**config.mk**
```make
export PLATFORM = sky130hd
export DESIGN_NAME = posit_align_acc
export DESIGN_NICKNAME = d
export VERILOG_FILES = /design/src/rtl/posit_align_acc.sv
export SDC_FILE = /design/constraint.sdc
export NUM_CORES = 1
export LEC_CHECK = 0
export ABC_CLOCK_PERIOD_IN_PS = 7150
export CAP_MARGIN = 15
export CORE_UTILIZATION = 60
export DETAILED_ROUTE_END_ITERATION = 10
export GPL_TIMING_DRIVEN = 0
export PLACE_DENSITY_LB_ADDON = 0.2
export SLEW_MARGIN = 5
export SYNTH_ARGS = -nofsm -noshare
export SYNTH_HDL_FRONTEND = slang
export SYNTH_SLANG_ARGS = --single-unit
```
**constraint.sdc**
```tcl
create_clock -name clk -period 7.15 [get_ports clk]
set_clock_uncertainty 0.1 [all_clocks]
set_input_delay 0.715 -clock clk [delete_from_list [all_inputs] [get_ports clk]]
set_output_delay 0.715 -clock clk [all_outputs]
set_load 0.01 [all_outputs]
```
**src/rtl/posit_align_acc.sv**
```systemverilog
// Align-and-accumulate stage: shifts each signed product to the accumulator exponent,
// adds it into a saturating accumulator, and hands off the result at end of vector.
module posit_align_acc #(
    parameter int ACC_W  = 32,
    parameter int FRAC_W = 14,
    parameter int EXP_W  = 5,
    parameter int CNT_W  = 16
) (
    input  logic              clk,
    input  logic              rst,
    input  logic              clr,
    input  logic [EXP_W-1:0]  exp_set,
    input  logic              in_valid,
    output logic              in_ready,
    input  logic              sign_in,
    input  logic [EXP_W-1:0]  exp_in,
    input  logic [FRAC_W-1:0] frac_in,
    input  logic              zero_in,
    input  logic              nar_in,
    input  logic              last_in,
    output logic              res_valid,
    input  logic              res_ready,
    output logic [ACC_W-1:0]  acc_out,
    output logic [EXP_W-1:0]  exp_out,
    output logic [CNT_W-1:0]  count_out,
    output logic              nar_out,
    output logic              ovf_out
);

    localparam logic [1:0] ST_IDLE  = 2'd0;
    localparam logic [1:0] ST_ACC   = 2'd1;
    localparam logic [1:0] ST_DRAIN = 2'd2;
    localparam logic [1:0] ST_HOLD  = 2'd3;

    // Wide enough to hold frac_in at the largest possible left shift.
    localparam int SH_W = (FRAC_W + (1 << EXP_W) > ACC_W) ? (FRAC_W + (1 << EXP_W)) : ACC_W;

    localparam logic [ACC_W-1:0] ACC_MAX = {1'b0, {(ACC_W-1){1'b1}}};
    localparam logic [ACC_W-1:0] ACC_MIN = {1'b1, {(ACC_W-1){1'b0}}};

    logic [1:0]        state_q, state_d;
    logic [EXP_W-1:0]  exp_q, exp_d;
    logic [ACC_W-1:0]  acc_q, acc_d;
    logic [CNT_W-1:0]  cnt_q, cnt_d;
    logic              nar_q, nar_d;
    logic              ovf_q, ovf_d;

    logic              s1_valid_q, s1_valid_d;
    logic [ACC_W-1:0]  s1_mag_q, s1_mag_d;
    logic              s1_sov_q, s1_sov_d;
    logic              s1_sign_q, s1_sign_d;
    logic              s1_zero_q, s1_zero_d;
    logic              s1_nar_q, s1_nar_d;
    logic              s1_last_q, s1_last_d;

    logic [EXP_W-1:0]    exp_cur;
    logic signed [EXP_W:0] diff;
    logic [EXP_W:0]      rshift;
    logic [SH_W-1:0]     lsh;
    logic [FRAC_W-1:0]   rsh;
    logic [ACC_W-1:0]    al_mag;
    logic                al_sov;
    logic [ACC_W:0]      sum;
    logic                accept;
    logic                handoff;

    assign in_ready  = (state_q == ST_ACC);
    assign res_valid = (state_q == ST_HOLD);
    assign accept    = in_valid && in_ready;
    assign handoff   = res_valid && res_ready && !clr;

    assign acc_out   = acc_q;
    assign exp_out   = exp_q;
    assign count_out = cnt_q;
    assign nar_out   = nar_q;
    assign ovf_out   = ovf_q;

    // An element accepted alongside clr aligns to the incoming exp_set.
    always_comb begin
        exp_cur = clr ? exp_set : exp_q;
        diff    = $signed({1'b0, exp_in}) - $signed({1'b0, exp_cur});
        rshift  = $unsigned(-diff);
        lsh     = SH_W'(frac_in) << diff[EXP_W-1:0];
        rsh     = frac_in >> rshift;
        if (!diff[EXP_W]) begin
            al_mag = lsh[ACC_W-1:0];
            al_sov = |lsh[SH_W-1:ACC_W-1];
        end else begin
            al_mag = ACC_W'(rsh);
            al_sov = 1'b0;
        end
    end

    always_comb begin
        s1_valid_d = accept;
        s1_mag_d   = s1_mag_q;
        s1_sov_d   = s1_sov_q;
        s1_sign_d  = s1_sign_q;
        s1_zero_d  = s1_zero_q;
        s1_nar_d   = s1_nar_q;
        s1_last_d  = s1_last_q;
        if (accept) begin
            s1_mag_d  = al_mag;
            s1_sov_d  = al_sov;
            s1_sign_d = sign_in;
            s1_zero_d = zero_in;
            s1_nar_d  = nar_in;
            s1_last_d = last_in;
        end
    end

    // One guard bit catches signed overflow of the add/subtract.
    assign sum = s1_sign_q ? ({acc_q[ACC_W-1], acc_q} - {1'b0, s1_mag_q})
                           : ({acc_q[ACC_W-1], acc_q} + {1'b0, s1_mag_q});

    always_comb begin
        state_d = state_q;
        exp_d   = exp_q;
        acc_d   = acc_q;
        cnt_d   = cnt_q;
        nar_d   = nar_q;
        ovf_d   = ovf_q;

        if (s1_valid_q) begin
            if (s1_nar_q) nar_d = 1'b1;
            if (s1_zero_q) begin
                acc_d = acc_q;
            end else if (s1_sov_q) begin
                acc_d = s1_sign_q ? ACC_MIN : ACC_MAX;
                ovf_d = 1'b1;
            end else if (sum[ACC_W] != sum[ACC_W-1]) begin
                acc_d = sum[ACC_W] ? ACC_MIN : ACC_MAX;
                ovf_d = 1'b1;
            end else begin
                acc_d = sum[ACC_W-1:0];
            end
        end

        if (accept) cnt_d = cnt_q + CNT_W'(1);

        case (state_q)
            ST_IDLE:  state_d = ST_ACC;
            ST_ACC:   if (accept && last_in) state_d = ST_DRAIN;
            ST_DRAIN: if (s1_valid_q && s1_last_q) state_d = ST_HOLD;
            ST_HOLD:  if (res_ready) state_d = ST_ACC;
            default:  state_d = ST_IDLE;
        endcase

        if (handoff) begin
            acc_d = '0;
            cnt_d = '0;
            nar_d = 1'b0;
            ovf_d = 1'b0;
        end

        // clr overrides everything; a last element accepted with it still drains to a result.
        if (clr) begin
            acc_d   = '0;
            nar_d   = 1'b0;
            ovf_d   = 1'b0;
            exp_d   = exp_set;
            cnt_d   = accept ? CNT_W'(1) : '0;
            state_d = (accept && last_in) ? ST_DRAIN : ST_ACC;
        end
    end

    always_ff @(posedge clk or negedge rst) begin
        if (!rst) begin
            state_q    <= ST_IDLE;
            exp_q      <= '0;
            acc_q      <= '0;
            cnt_q      <= '0;
            nar_q      <= 1'b0;
            ovf_q      <= 1'b0;
            s1_valid_q <= 1'b0;
            s1_mag_q   <= '0;
            s1_sov_q   <= 1'b0;
            s1_sign_q  <= 1'b0;
            s1_zero_q  <= 1'b0;
            s1_nar_q   <= 1'b0;
            s1_last_q  <= 1'b0;
        end else begin
            state_q    <= state_d;
            exp_q      <= exp_d;
            acc_q      <= acc_d;
            cnt_q      <= cnt_d;
            nar_q      <= nar_d;
            ovf_q      <= ovf_d;
            s1_valid_q <= s1_valid_d;
            s1_mag_q   <= s1_mag_d;
            s1_sov_q   <= s1_sov_d;
            s1_sign_q  <= s1_sign_d;
            s1_zero_q  <= s1_zero_d;
            s1_nar_q   <= s1_nar_d;
            s1_last_q  <= s1_last_d;
        end
    end

endmodule

```
==> results of run 1 <==
-- area by class of cell --
class | instances | area [µm²] | area share
Multi-Input combinational cell | 840 | 5300 | 0.558
Sequential cell | 95 | 2380 | 0.250
Timing Repair Buffer | 91 | 923 | 0.0972
Buffer | 53 | 243 | 0.0256
Clock buffer | 9 | 225 | 0.0237
Tap cell | 172 | 215 | 0.0227
Inverter | 33 | 124 | 0.0130
Clock inverter | 7 | 86.3 | 0.00909
-- worst max-delay path: stages (launching register included) --
cell and delay (ps):
dfrtp_1 430, or4_4 560, or4_4 470, nor4_1 680
nand2_1 110, nor2_1 250, a21oi_1 130, xnor2_1 300
ha_1 380, a21oi_1 360, a21oi_1 140, o311a_1 310
a311o_1 320, a21oi_1 160, xnor2_1 210, a21o_1 230
buf_6 180, buf_6 190, nand2_1 160, o211ai_1 150
-- routing by layer --
| layer | GRT usage | wire (µm) | vias up |
|---|---|---|---|
| met4 | 0.153 | 835 | 0 |
| met3 | 0.0431 | 1110 | 59 |
| met1 | 0.430 | 9930 | 3700 |
| met5 | 0 | 0 | - |
| li1 | - | - | 3875 |
| met2 | 0.547 | 10400 | 289 |
-- cell families after synthesis --
family,Yosys count,synth area share
buffers and inverters,86,0.0456
multiplexers,40,0.0544
AO/OA/AOI/OAI,292,0.228
flip-flops,95,0.295
XOR/XNOR,76,0.0837
AND/OR/NAND/NOR,386,0.220
adder cells (fa/ha/maj),46,0.0734
-- power by group --
group          switching (mW)  internal [mW]
sequential              0.214          0.714
clock                   0.240          0.250
combinational            1.86           1.26
total                    2.32           2.22
-- per-stage QoR --
stage | hold WS (ps) | worst slack [ps]
detailed placement | 365 | 1340
finish | 184 | 1270
floorplan | 319 | 2280
global route | 208 | 837
CTS | 191 | 1310
global placement | 358 | 1430
-- how the worst max path moves through the flow --
stage	start	end	slack [ps]
after floorplan	s1_mag_q[10]$_DFFE_PN0P_	acc_out[23]$_DFFE_PN0P_	2280
after global placement	s1_mag_q[10]$_DFFE_PN0P_	acc_out[2]$_DFFE_PN0P_	1430
after detailed placement	s1_mag_q[10]$_DFFE_PN0P_	acc_out[2]$_DFFE_PN0P_	1340
after CTS	s1_mag_q[10]$_DFFE_PN0P_	acc_out[2]$_DFFE_PN0P_	1310
after global routing	s1_mag_q[10]$_DFFE_PN0P_	acc_out[2]$_DFFE_PN0P_	840
final	s1_mag_q[10]$_DFFE_PN0P_	acc_out[2]$_DFFE_PN0P_	1270
-- cell usage in the layout (no fill, tap or decap), types with 4 or more instances in the layout --
cell type / instances
clkbuf_16: 9
o211ai_1: 9
o21a_1: 7
buf_1: 7
nor2b_1: 12
o221ai_1: 7
ha_1: 44
nor3_1: 29
nand2b_1: 9
clkdlybuf4s50_1: 88
or3_1: 13
a21o_1: 5
and3_1: 6
xnor2_1: 53
xor2_1: 22
mux2i_1: 28
inv_1: 33
mux2_2: 10
nor2_1: 121
nand2_1: 133
clkbuf_1: 38
a32oi_1: 5
nand3_1: 18
o21ai_2: 11
or4_4: 4
a22o_1: 8
a22oi_1: 6
nand4_1: 12
dfrtp_1: 95
a211oi_1: 12
o21ai_0: 71
nor4_1: 8
a31oi_1: 12
a21oi_1: 99
and2_1: 7
-- cell usage after synthesis (4+ instances only) --
master    count  area share
nand2_1     133       0.062
nor2_1      121       0.056
a21oi_1      99       0.062
dfrtp_1      95        0.30
o21ai_0      71       0.044
xnor2_1      53       0.058
ha_1         44       0.068
clkbuf_1     38       0.018
inv_1        33       0.015
nor3_1       29       0.018
mux2i_1      28       0.035
xor2_1       22       0.024
nand3_1      18       0.011
or3_1        13       0.010
a211oi_1     12       0.011
a31oi_1      12      0.0093
nand4_1      12      0.0093
nor2b_1      12      0.0093
o21ai_2      11       0.012
mux2_2       10       0.014
nand2b_1      9      0.0070
o211ai_1      9      0.0084
a22o_1        8      0.0087
nor4_1        8      0.0062
and2_1        7      0.0054
buf_1         7      0.0033
o21a_1        7      0.0065
o221ai_1      7      0.0076
a22oi_1       6      0.0056
and3_1        6      0.0047
a21o_1        5      0.0047
a32oi_1       5      0.0054
or4_4         4      0.0056
-- sequential cells by signal, indices dropped and copies added (netlist names), 2 cells and up --
name and count:
acc_out 32, count_out 16, exp_out 5, s1_mag_q 32, state_q 2
==> key figures, run 1 <==
Power
  – Power Dens Cells: 478 nW/µm²
  – IR drop worst, VDD: 0.000208 V
  – Leakage power: 4.03 nW
  – Pwr Total: 4.54 mW

Clocking
  – CTS root buf: clkbuf_16
  – Max H-tree Level: 3
  – CTS clock-pin slew for the worst setup and hold paths: 70 ps
  – CTS Hold Bufs: 0
  – Post_cts resized: 0
  – Clock sinks: 95
  – Worst-skew pair later-pin latency: 360 ps
  – Post-CTS setup buffers: 0
  – CTS tree: built
  – Total CTS buffers: 9
  – Maximum clock path buffer count: 2

Timing
  – Setup TNS: 0 ps
  – Max Clk Rate: 170 MHz
  – Actual slew at the worst max-slew pin: 884 ps
  – Final slew viol count: 0
  – Hold Fails Final Rpt: 0
  – Rel. slew slack: 0.406
  – Fin crit share: 0.822
  – RSZ-0062 raised after global routing: false
  – Fin crit period: 5880 ps
  – # setup viols final: 0

Global route
  – Largest net degree at the start of global routing: 69
  – Vias in the first global route: 7451
  – Initial antenna violation count: 0
  – Grt ovf: 0
  – First-pass GRT wire length: 36900 µm
  – GRT Util Overall: 0.331

Logic synthesis
  – Net Count, Synth: 1100
  – Mapped Area: 8050 µm²
  – Post-synth EDFFs: 0
  – Register area share after synthesis: 0.295
  – Asr flop ratio synth: 1.00
  – Count of cell types in the netlist: 71
  – Dominant synthesized flop cell: dfrtp_1
  – Number of synthesized register bits: 95
  – Mean Syn Cell Area: 7.88 µm²
  – Post-Syn Instances: 1021
  – Ys Warns: 0

Run
  – Max Cap Viol: 0

Drt
  – Via Count: 7923
  – DRC violations left: 0
  – DRT iter0 DRCs: 694
  – Total Routed Length: 22300 µm
  – Drt wl/cell: 17.2 µm
  – TritonRoute pass-1 iters: 5
  – Via density: 6.09
  – Post-route antenna net violation count: 0

Outcome
  – Status: completed

Layout
  – Area Growth Syn to Fin: 18.0%
  – Finished Cell Area: 9500 µm²
  – Final Core Density: 0.740
  – Fin cells: 1300
  – Ant. Diodes: 0
  – Nets@finish: 1202
  – Share of post-route cells with drive strength above 1: 0.0576
  – Fill cells: 1029

Placement
  – Final HPWL DP: 17600 µm
  – Cell Area, Placed: 9180 µm²
  – RD Place Congestion: 0.963
  – Port bufs: 89
  – Placed Cells incl. Taps: 1283

Critical path
  – Critical R2R Launch: s1_mag_q[10]$_DFFE_PN0P_
  – Type of origin of the critical path: flop
  – RR Endpoint: acc_out[2]$_DFFE_PN0P_
  – Reg2reg path depth: 19
  – Worst Path Required: 7320 ps
  – CP arrival: 6050 ps
  – Crit end category: flop
  – Critical path peak fanout: 10
  – Crit Path Category: flop to flop
  – Reg2reg setup slack: 1270 ps

Worst hold path
  – HP Class: input pin to async pin

Floorplanning
  – Site row count: 41
  – Core Area: 12800 µm²
  – Die area: 13900 µm²
  – Die H: 118 µm
  – Die boundary width: 118 µm
  – Ports: 90
  – Initial core utilization: 0.627
No activity file was read; power rests on OpenSTA's default activity.
==> run 2, diff against run 1 <==
Settings changed: ABC_CLOCK_PERIOD_IN_PS 7150 to 5800, CORE_UTILIZATION 60 to 58.
Clock period 7.15 ns to 5.8 ns, I/O delays scaled along.
==> key figures, run 2 (synthesized netlist as in run 1, its figures left out) <==
Layout
  – Share of post-route cells with drive strength above 1: 0.0577 (was 0.0576)
  – Final Core Density: 0.710 (was 0.740)
  – Ant. Diodes: 0 (unchanged)
  – Fill cells: 1147 (was 1029)
  – Area Growth Syn to Fin: 18.2% (was 18.0%)
  – Commonest non-fill, non-tap cell in the layout: nand2_1 (unchanged)
  – Nets@finish: 1201 (was 1202)
  – Commonest non-fill, non-tap cells in the layout: 133 x nand2_1, 121 x nor2_1, 99 x a21oi_1 (unchanged)

Critical path
  – Critical path peak fanout: 10 (unchanged)
  – Type of origin of the critical path: flop (unchanged)
  – CP bufs+invs: 2 (unchanged)
  – Crit end category: flop (unchanged)
  – CP arrival: 5570 ps (was 6050 ps)
  – Most Frequent Cell on Critical Path: a21oi_1 (unchanged)
  – CP max stage delay: 550 ps (was 680 ps)
  – Crit path cell chain: or4_4, or4_4, nor4_4, nand2_1, nor2_1, a21oi_1, xnor2_1, ha_1, a21oi_1, a21oi_1, o311a_1, a311o_1, a21oi_1, xnor2_1, a21o_1, buf_6, buf_6, nand2_1, o211ai_1 (was or4_4, or4_4, nor4_1, nand2_1, nor2_1, a21oi_1, xnor2_1, ha_1, a21oi_1, a21oi_1, o311a_1, a311o_1, a21oi_1, xnor2_1, a21o_1, buf_6, buf_6, nand2_1, o211ai_1)
  – CP top delay family: simple AND/OR/NAND/NOR gates (unchanged)
  – Worst path slowest cell: or4_4 (was nor4_1)
  – Worst Path Required: 5970 ps (was 7320 ps)
  – Crit Path Category: flop to flop (unchanged)

Drt
  – Total Routed Length: 22500 µm (was 22300 µm)
  – Post-route antenna net violation count: 0 (unchanged)
  – DRT iter0 DRCs: 601 (was 694)
  – DRC violations left: 0 (unchanged)
  – Via Count: 7966 (was 7923)
  – Via density: 6.11 (was 6.09)
  – TritonRoute pass-1 iters: 7 (was 5)
  – Drt wl/cell: 17.2 µm (about the same)

Timing
  – Worst setup margin: 395 ps (was 1270 ps)
  – Setup TNS: 0 ps (unchanged)
  – Max Clk Rate: 185 MHz (was 170 MHz)
  – Final slew viol count: 0 (unchanged)
  – Rel. slew slack: 0.280 (was 0.406)
  – Fin crit share: 0.932 (was 0.822)
  – Hold Fails Final Rpt: 0 (unchanged)
  – RSZ-0062 raised after global routing: false (unchanged)
  – Actual slew at the worst max-slew pin: 1070 ps (was 884 ps)
  – Hold Slack: 48.6 ps (was 184 ps)
  – # setup viols final: 0 (unchanged)
  – Fin crit period: 5400 ps (was 5880 ps)

Power
  – Power Dens Cells: 590 nW/µm² (was 478 nW/µm²)
  – Leakage power: 4.02 nW (was 4.03 nW)
  – IR drop worst, VDD: 0.000282 V (was 0.000208 V)
  – Pwr Total: 5.61 mW (was 4.54 mW)

Clocking
  – Max H-tree Level: 3 (unchanged)
  – CTS root buf: clkbuf_16 (unchanged)
  – Total CTS buffers: 9 (unchanged)
  – Post-CTS setup buffers: 0 (unchanged)
  – Worst-skew pair later-pin latency: 350 ps (was 360 ps)
  – CTS tree: built (unchanged)
  – Maximum clock path buffer count: 2 (unchanged)
  – CTS clock-pin slew for the worst setup and hold paths: 70 ps (about the same)
  – CTS Hold Bufs: 0 (unchanged)
  – Post_cts resized: 0 (unchanged)
  – Clock sinks: 95 (unchanged)

Floorplanning
  – Core Area: 13400 µm² (was 12800 µm²)
  – Die boundary width: 120 µm (was 118 µm)
  – Die H: 120 µm (was 118 µm)
  – Die area: 14300 µm² (was 13900 µm²)
  – Ports: 90 (unchanged)
  – Site row count: 42 (was 41)
  – Initial core utilization: 0.600 (was 0.627)

Worst hold path
  – HP Class: input pin to async pin (unchanged)

Placement
  – RD Place Congestion: 0.976 (was 0.963)
  – Pre-CTS setup slack: 125 ps (was 1340 ps)
  – Final HPWL DP: 17600 µm (about the same)
  – Port bufs: 89 (unchanged)

Global route
  – Grt ovf: 0 (unchanged)
  – Largest net degree at the start of global routing: 69 (unchanged)
  – GRT Util Overall: 0.322 (was 0.331)
  – Vias in the first global route: 7454 (was 7451)
  – Initial antenna violation count: 0 (unchanged)
  – First-pass GRT wire length: 36800 µm (was 36900 µm)

Outcome
  – Status: completed (unchanged)

Run
  – Max Cap Viol: 0 (unchanged)
## run 2: routing by layer
metal | up-vias | share of wire | global-route usage
li1 | 3869 | - | -
met1 | 3759 | 0.44 | 0.415
met2 | 280 | 0.47 | 0.525
met3 | 58 | 0.046 | 0.0480
met4 | 0 | 0.044 | 0.160
met5 | - | 0 | 0
## run 2: worst paths after layout
check | start | endpoint | slack (ps) | cells after the start
max | s1_mag_q[10]$_DFFE_PN0P_ | acc_out[1]$_DFFE_PN0P_ | 400 | 19
min | rst | acc_out[6]$_DFFE_PN0P_ | 50 | 1
max reg2reg | s1_mag_q[10]$_DFFE_PN0P_ | acc_out[1]$_DFFE_PN0P_ | 400 | 19
min reg2reg | s1_nar_q$_DFFE_PN0P_ | s1_nar_q$_DFFE_PN0P_ | 390 | 2
max in group asynchronous | rst | exp_out[1]$_DFF_PN0_ | 4900 | 2
min in group clk | s1_nar_q$_DFFE_PN0P_ | s1_nar_q$_DFFE_PN0P_ | 390 | 2
## run 2: worst reg2reg max path, stage by stage, from the launching register on
cell and delay [ps]:
dfrtp_1 430, or4_4 550, or4_4 480, nor4_4 370, nand2_1 100, nor2_1 250
a21oi_1 130, xnor2_1 260, ha_1 350, a21oi_1 350, a21oi_1 120, o311a_1 300
a311o_1 310, a21oi_1 160, xnor2_1 210, a21o_1 190, buf_6 160, buf_6 190
nand2_1 170, o211ai_1 150
## run 2: area by class of cell
cell class / instances / area, µm² / area share
Buffer: 53 / 243 / 0.0255
Clock buffer: 9 / 225 / 0.0237
Clock inverter: 7 / 88.8 / 0.00934
Inverter: 33 / 124 / 0.0130
Multi-Input combinational cell: 840 / 5320 / 0.559
Sequential cell: 95 / 2380 / 0.250
Tap cell: 176 / 220 / 0.0232
Timing Repair Buffer: 90 / 916 / 0.0963
## run 2: metrics by stage
step           std cells  cell area, µm²
2_1_floorplan       1021            8050
3_3_place_gp        1286            9160
3_5_place_dp        1287            9180
4_1_cts             1303            9500
5_1_grt             1303            9510
6_report            1303            9510
## run 2: power by group
part	internal [mW]	switching [mW]	leakage [nW]
clock	0.344	0.286	0.150
sequential	0.880	0.266	1.27
combinational	1.55	2.29	2.60
